===== src/rtl/id_ex_skid_stage.sv =====
// ---------------------------------------------------------------------------
// id_ex_skid_stage
//
// ID/EX pipeline register with a valid/ready handshake and a 2-entry skid
// buffer. The main register drives the EX side directly; the skid register
// catches one extra beat when EX stalls. This lets in_ready come straight from
// a flop, so there is no combinational path from out_ready back into ID.
// A synchronous flush squashes every held beat and turns the main control
// bundle into a NOP bubble.
//
// Ports
//   clk            rising-edge clock
//   reset          asynchronous, active-low reset
//   flush          synchronous squash of all held beats (wins over accept/drain)
//   in_valid       ID presents a beat
//   in_ready       stage can accept a beat (registered)
//   in_ctrl/imm/pa/pb/pc/rs_addr/dest   incoming beat payload
//   out_valid      EX-side beat valid
//   out_ready      EX accepts the beat
//   out_ctrl/imm/pa/pb/pc/rs_addr/dest  held beat payload (main register)
//
// Optional feature, enabled by defining ID_EX_SKID_STAGE_PERF_EN:
//   stall_cnt      cycles with out_valid & !out_ready (saturating)
//   flush_cnt      cycles with flush while the stage is not empty (saturating)
// ---------------------------------------------------------------------------
module id_ex_skid_stage #(
   parameter int CTRL_W = 25,
   parameter int IMM_W  = 16,
   parameter int DATA_W = 32,
   parameter int DEST_W = 5
) (
   input  logic              clk,
   input  logic              reset,
   input  logic              flush,

   input  logic              in_valid,
   output logic              in_ready,
   input  logic [CTRL_W-1:0] in_ctrl,
   input  logic [IMM_W-1:0]  in_imm,
   input  logic [DATA_W-1:0] in_pa,
   input  logic [DATA_W-1:0] in_pb,
   input  logic [DATA_W-1:0] in_pc,
   input  logic [DATA_W-1:0] in_rs_addr,
   input  logic [DEST_W-1:0] in_dest,

   output logic              out_valid,
   input  logic              out_ready,
   output logic [CTRL_W-1:0] out_ctrl,
   output logic [IMM_W-1:0]  out_imm,
   output logic [DATA_W-1:0] out_pa,
   output logic [DATA_W-1:0] out_pb,
   output logic [DATA_W-1:0] out_pc,
   output logic [DATA_W-1:0] out_rs_addr,
   output logic [DEST_W-1:0] out_dest
`ifdef ID_EX_SKID_STAGE_PERF_EN
   ,
   output logic [31:0]       stall_cnt,
   output logic [31:0]       flush_cnt
`endif
);

   typedef struct packed {
      logic [CTRL_W-1:0] ctrl;
      logic [IMM_W-1:0]  imm;
      logic [DATA_W-1:0] pa;
      logic [DATA_W-1:0] pb;
      logic [DATA_W-1:0] pc;
      logic [DATA_W-1:0] rs_addr;
      logic [DEST_W-1:0] dest;
   } beat_t;

   // Encoding chosen so bit 0 is the main valid bit and bit 1 the skid valid
   // bit: both handshake outputs then come straight from state flops.
   typedef enum logic [1:0] {
      EMPTY = 2'b00,
      ONE   = 2'b01,
      TWO   = 2'b11
   } state_t;

   state_t state, state_next;

   logic  main_valid, skid_valid;
   logic  accept, drain;
   logic  main_load_in, main_load_skid, skid_load, bubble;
   beat_t in_beat, main_q, skid_q;

   assign main_valid = state[0];
   assign skid_valid = state[1];

   assign in_ready   = ~skid_valid;
   assign out_valid  = main_valid;

   assign accept = in_valid & in_ready;
   assign drain  = main_valid & out_ready;

   assign in_beat = '{ctrl:    in_ctrl,
                      imm:     in_imm,
                      pa:      in_pa,
                      pb:      in_pb,
                      pc:      in_pc,
                      rs_addr: in_rs_addr,
                      dest:    in_dest};

   // ------------------------------------------------------------------------
   // State register
   // ------------------------------------------------------------------------
   // NOTE: sequential state is written with non-blocking assignments so every
   // flop samples the pre-edge values regardless of process ordering.
   always_ff @(posedge clk or negedge reset) begin
      if (!reset) state <= EMPTY;
      else        state <= state_next;
   end

   // ------------------------------------------------------------------------
   // Next state and datapath steering
   // ------------------------------------------------------------------------
   always_comb begin
      // NOTE: every output of this block gets a default first; a path that
      // left one unassigned would infer a latch.
      state_next     = state;
      main_load_in   = 1'b0;
      main_load_skid = 1'b0;
      skid_load      = 1'b0;
      bubble         = 1'b0;

      if (flush) begin
         // Squash wins: any beat accepted this cycle is simply not stored.
         state_next = EMPTY;
         bubble     = 1'b1;
      end else begin
         unique case (state)
            EMPTY: begin
               if (accept) begin
                  main_load_in = 1'b1;
                  state_next   = ONE;
               end
            end
            ONE: begin
               if (accept && drain) begin
                  main_load_in = 1'b1;
               end else if (accept) begin
                  skid_load  = 1'b1;
                  state_next = TWO;
               end else if (drain) begin
                  state_next = EMPTY;
               end
            end
            TWO: begin
               // in_ready is low here, so only a drain can move things.
               if (drain) begin
                  main_load_skid = 1'b1;
                  state_next     = ONE;
               end
            end
            default: state_next = EMPTY;
         endcase
      end
   end

   // ------------------------------------------------------------------------
   // Payload registers
   // ------------------------------------------------------------------------
   // NOTE: these are plain flops, not a RAM, so they take the async reset and
   // present all-zero outputs straight out of reset.
   always_ff @(posedge clk or negedge reset) begin
      if (!reset) begin
         main_q <= '0;
         skid_q <= '0;
      end else begin
         if (bubble) begin
            // Only the control bundle is cleared; the rest of the payload is
            // don't-care once out_valid drops, so it is left untouched.
            main_q.ctrl <= '0;
         end else if (main_load_in) begin
            main_q <= in_beat;
         end else if (main_load_skid) begin
            main_q <= skid_q;
         end

         if (skid_load) skid_q <= in_beat;
      end
   end

   assign out_ctrl    = main_q.ctrl;
   assign out_imm     = main_q.imm;
   assign out_pa      = main_q.pa;
   assign out_pb      = main_q.pb;
   assign out_pc      = main_q.pc;
   assign out_rs_addr = main_q.rs_addr;
   assign out_dest    = main_q.dest;

`ifdef ID_EX_SKID_STAGE_PERF_EN
   // ------------------------------------------------------------------------
   // Saturating performance counters
   // ------------------------------------------------------------------------
   always_ff @(posedge clk or negedge reset) begin
      if (!reset) begin
         stall_cnt <= '0;
         flush_cnt <= '0;
      end else begin
         if (main_valid && !out_ready && (stall_cnt != 32'hFFFF_FFFF))
            stall_cnt <= stall_cnt + 32'd1;
         if (flush && (state != EMPTY) && (flush_cnt != 32'hFFFF_FFFF))
            flush_cnt <= flush_cnt + 32'd1;
      end
   end
`endif

endmodule


===== config.mk =====
export PLATFORM = sky130hd
export DESIGN_NAME = id_ex_skid_stage
export DESIGN_NICKNAME = d
export VERILOG_FILES = /design/src/rtl/id_ex_skid_stage.sv
export SDC_FILE = /design/constraint.sdc
export NUM_CORES = 1
export LEC_CHECK = 0
export CORE_MARGIN = 4
export CORE_UTILIZATION = 51
export CTS_BUF_LIST = sky130_fd_sc_hd__clkbuf_4 sky130_fd_sc_hd__clkbuf_8
export CTS_CLUSTER_DIAMETER = 40
export DETAILED_ROUTE_END_ITERATION = 8
export PLACE_DENSITY = 0.82
export SYNTH_ARGS = -nofsm -noshare
export SYNTH_HDL_FRONTEND = slang
export SYNTH_SLANG_ARGS = --single-unit

===== constraint.sdc =====
create_clock -name clk -period 2.45 [get_ports clk]
set_input_delay 0.245 -clock clk [delete_from_list [all_inputs] [get_ports clk]]
set_output_delay 0.245 -clock clk [all_outputs]
set_load 0.03 [all_outputs]

### Yosys cells after proc, flatten, opt, wreduce, memory -nomap -nowiden

Cells that the tools add are included.

* word-level logic and storage cells: 52
* input bits: 179
* register bits after elaboration: 350

* reduce and logical (&&, ||, !) cells: 6
* bitwise gates (word level): 4
* mux-type cells: 21
* eq/ne operators: 6

Operator list (number)
* 174-bit 2-to-1 mux: 2
* 25-bit 2-to-1 mux: 1
* 2-bit 2-to-1 mux: 6
* 1-bit 2-to-1 mux: 10
* 3-bit inequality test, second input constant: 3
* 2-bit one-hot mux with 3 select lines: 1
* 4-bit inequality test, second input constant: 1
* 4-bit AND reduction: 1
* 3-bit nonzero test: 1
* 1-bit bitwise AND: 2
* 2-bit by 1-bit == test with 1-bit output, second input constant: 1
* 2-bit == test, second input constant: 1
* 2-bit zero test: 1
* 1-bit inverter: 2
* 1-bit one-hot mux with 2 select lines: 1
* 2-bit AND reduction: 1
* 2-bit nonzero test: 1
* 1-bit logical AND: 1

### Logic depth before layout (Yosys ltp)

* depth in word-level cells: 8
* gate-level depth with buffers: 9
* mapped depth without buffers: 6

### Least setup slack after synthesis

OpenSTA, ideal clock, no wires.

* path kind: register -> register
* from: register state[0]
* to: register main_q, in the netlist out_pa[12]
* clock period less this slack: 2095 ps
* arrival time: 2012 ps
* path slack: 355 ps
* stages on the path, launching flop included: 10
* buffers on the path: 3
* cells stage by stage: dfrtp_1 inv_1 ha_1 a31o_2 a32oi_2 buf_4 buf_4 buf_4 nand2_1 o21ai_0

* cells in the longest elaborated chain, start to end: 7
* elaborated cells between the ends (all ways): 14
* those cells by class: eq/ne (2); mux (7); bitwise (1); reduce/logical (4)

RTL lines
* start, declared: RTL line 80 `state_t state, state_next;`
* start signal, assigned: RTL line 111 `else state <= state_next;`
* 1-bit bitwise AND: RTL line 94 `assign drain = main_valid & out_ready;`
* 1-bit logical AND: RTL line 139 `if (accept && drain) begin`
* 1-bit 2-to-1 mux: RTL line 139
* 1-bit one-hot mux with 2 select lines: RTL line 131 `unique case (state)`
* 1-bit 2-to-1 mux: RTL line 126 `if (flush) begin`
* 2-bit nonzero test (no source line)
* 2-bit AND reduction (no source line)
* end signal, assigned: RTL line 175 `main_q <= in_beat;`
* end signal, assigned: RTL line 177 `main_q <= skid_q;`
* end, declared: RTL line 85 `beat_t in_beat, main_q, skid_q;`

Several ways; a longest one is shown, not always the timed one.
A chain may end at the register's enable or synchronous reset.

### Worst setup path in the final report

* from: register state[1]
* to: register main_q, in the netlist out_imm[6]

* cells in the longest elaborated chain, start to end: 8
* elaborated cells between the ends (all ways): 15
* those cells by class: eq/ne (2); mux (7); bitwise (2); reduce/logical (4)

RTL lines
* 1-bit inverter: RTL line 90 `assign in_ready = ~skid_valid;`
* 1-bit bitwise AND: RTL line 93 `assign accept = in_valid & in_ready;`
* 1-bit logical AND: RTL line 139
* 1-bit 2-to-1 mux: RTL line 139
* 1-bit one-hot mux with 2 select lines: RTL line 131
* 1-bit 2-to-1 mux: RTL line 126
* 2-bit nonzero test (no source line)
* 2-bit AND reduction (no source line)

Several ways; a longest one is shown, not always the timed one.

==> impl_results.md <==
- Die span in x: 178 um
- Critical Path, Cell by Cell: inv_1 > ha_1 > a31o_2 > a32oi_4 > buf_12 > buf_12 > nand2_1 > o21ai_0
- Max_cap viols: 0
- Placer Congestion: 0.819
- Synth warn: 0
- Net Sw Frac: 0.359
- Max_slew headroom: 0.554
- Comb pwr share: 0.411
- IO Pins: 355
- PwrDens: 1270 nW/um^2
- Setup TNS: 0 ps
- Most used cell, CP: buf_12
- Post-Syn Area: 14700 um^2
- Chip Height: 178 um
- Vias in the first global route: 11200
- Initial antenna violation count: 0
- Peak Freq: 450 MHz
- Internal: 16500 uW
- Final WL: 37200 um
- Root buf cell: clkbuf_8
- Sink Count: 350
- RSZ-0062 raised after global routing: false
- Reg2Reg Setup Slack: 230 ps
- Worst-Margin Slew: 669 ps
- Final Worst Setup Slack: 226 ps
- Clock network power share: 0.204
- Met3 Usage GRT: 0.0526
- Syn nets: 1332
- CTS Buf Count: 57
- Critical path data required time: 2890 ps
- Clock slew at reported path FFs: 60 ps
- Core area: 28100 um^2
- FF+latch count, synth: 350
- LEAKAGE: 0.00975 uW
- P&R area growth vs syn: 38.2%
- Fin Hold WS: 262 ps
- Port bufs: 354
- M2 GR Usage: 0.411
- VDD IR max: 0.739 mV
- Setup violators final: 0
- Setup CP Type: reg -> reg
- Max stage delay on crit path: 440 ps
- First-pass GRT wire length: 59100 um
- GRT Resource Usage Total: 0.235
- Vias per cell: 5.30
- CP max FO: 44
- GR Util met1: 0.285
- Syn Inst Count: 1149
- CTS tree: yes
- Dpl hpwl: 26300 um
- Placement Rows: 61
- Total number of vias: 10400
- Final max-slew violation count: 0
- Fin Clk Skew: 14.6 ps
- Arrival time worst endpoint: 2660 ps
- Drt first-iter violations: 590
- Clk_lat worst skew: 570 ps
- H-Tree Depth: 2
- Yosys cell types: 23
- NumNets Final: 1720
- Gr busiest metal: met2
- Clk buf depth: 3
- Max stage delay cell, worst path: dfrtp_1
- Pre-CTS setup slack: 250 ps
- Flop pwr share: 0.385
- Post-synthesis sequential area ratio: 0.596
- Average size of a mapped cell: 12.8 um^2
- Post-Layout Cell Count: 1954
- Initial core utilization: 0.523
- Layout cells sized above 1: 0.211
- CP Launch Type: flip-flop
- WL per Instance: 19.1 um
- Initial DRT Pass Iterations: 5
- Largest net degree at the start of global routing: 78
- Status: complete, no violations
- Setup crit end kind: flip-flop
- Hold Vio Cnt, Final: 0
- Area post-placement: 19100 um^2
- Dpl cells: 1855
- Fin crit period: 2220 ps
- Setup Buffers After CTS: 0
- Psw: 9260 uW
- Finished Cell Area: 20300 um^2
- # DRC: 0
- Total gr overflow: 0
- HP Class: in -> async
- DIE AREA: 31600 um^2
- Final period util: 0.908
- Number of nets still failing antenna checks after routing: 0
-- synthesized netlist by cell type --
| master | number | area (um^2) |
|---|---|---|
| a31o_2 | 1 | 8.76 |
| nor2_1 | 3 | 11.3 |
| mux2i_1 | 175 | 1750 |
| o21ai_1 | 82 | 410 |
| clkbuf_1 | 12 | 45.0 |
| clkbuf_2 | 3 | 15.0 |
| buf_2 | 48 | 240 |
| a31oi_1 | 2 | 12.5 |
| nor3b_2 | 1 | 12.5 |
| dfrtp_1 | 350 | 8760 |
| ha_1 | 4 | 50.1 |
| inv_1 | 2 | 7.51 |
| o2bb2ai_1 | 1 | 8.76 |
| nand2_1 | 151 | 567 |
| a21bo_2 | 1 | 10.0 |
| nand2b_1 | 1 | 6.26 |
| o21ai_0 | 92 | 460 |
| nor2b_1 | 2 | 12.5 |
| nand3_1 | 1 | 5.00 |
| nand3b_1 | 25 | 188 |
| mux2_2 | 175 | 1970 |
| buf_4 | 16 | 120 |
| a32oi_2 | 1 | 16.3 |
-- power by group through the flow --
stage                     combinational, uW  clock (uW)  sequential (uW)
after floorplan                        4170           0            11900
after global placement                10300           0             9820
after CTS                             10700        5380             9910
after global routing                  11400        5670            10200
after detailed placement              10700           0             9960
final                                 10600        5270             9920
-- cell type report --
class / instances / area (um^2)
diodes: 1 / 2.50
multi-input cells: 718 / 5530
clock buffers: 91 / 1150
well taps: 378 / 473
flip-flops and latches: 350 / 8760
inverters: 2 / 7.51
repair buffers: 408 / 4310
clock inverters: 6 / 60.1
fillers: 1944 / 7790
-- routing by layer --
metal  routed length (um)  part of all wire  up-vias
met5                    0                 0        -
met4                 1250             0.033        0
met3                 2170             0.058       78
met2                19100              0.51      278
met1                14700              0.39     5203
li1                     -                 -     4802
-- per-stage QoR --
stage          power, uW  utilization
6_report           25800        0.723
5_1_grt            27300        0.722
4_1_cts            26000        0.722
3_5_place_dp       20600        0.679
3_3_place_gp       20100        0.679
2_1_floorplan      16100            -
-- logic make-up (layout without fill, tap and decap cells) --
group | after synthesis | after routing | share of synthesized area
compound gates | 180 | 180 | 0.0631
fa+ha+maj | 4 | 4 | 0.00341
buf+inv | 81 | 507 | 0.0291
flops | 350 | 350 | 0.596
mux | 350 | 350 | 0.253
other cells | 0 | 1 | 0
simple gates | 184 | 184 | 0.0546
-- state kept, by name (all words and copies together) (netlist names) --
| signal | flops |
|---|---|
| skid_q | 174 |
| out_pa | 32 |
| out_pb | 32 |
| out_pc | 32 |
| out_rs_addr | 32 |
| out_ctrl | 25 |
| out_imm | 16 |
| out_dest | 5 |
| state | 2 |
-- final timing paths --
check                                from  cells past startpoint           end
hold reg to reg                out_pa[13]                      2    out_pa[13]
setup / recovery                 state[1]                      8    out_imm[6]
min in group clk           in_rs_addr[22]                      2    skid_q[27]
setup reg to reg                 state[1]                      8    out_imm[6]
max in group asynchronous           reset                      3  out_ctrl[20]
hold / removal                      reset                      2   out_dest[2]
-- repair_timing --
item | CTS | global route
hold buffers | 1 | 0
endpoints found under the setup margin | 0 | 0
gates resized for setup | 0 | 0
hold endpoints to repair | 65 | 0
-- critical path: cells and delay by family (launching register included) --
family / cells / cell delay [ps]
AND/OR/NAND/NOR: 1 / 80
adder cells (fa/ha/maj): 1 / 270
AO/OA/AOI/OAI: 3 / 680
flip-flops: 1 / 440
buffers and inverters: 3 / 600
-- cells in the final DEF, fill, tap and decap left out, types with 16 or more instances in the layout --
master           netlist  layout
clkdlybuf4s50_1        0     353
dfrtp_1              350     350
mux2_2               175     175
o21ai_1               82      82
nand3b_1              25      25
buf_12                 0      28
buf_4                 16      25
mux2i_1              175     175
o21ai_0               92      92
nand2_1              151     150
clkbuf_4               0      16
clkbuf_8               0      75
Power figures use the tool's default switching activity.
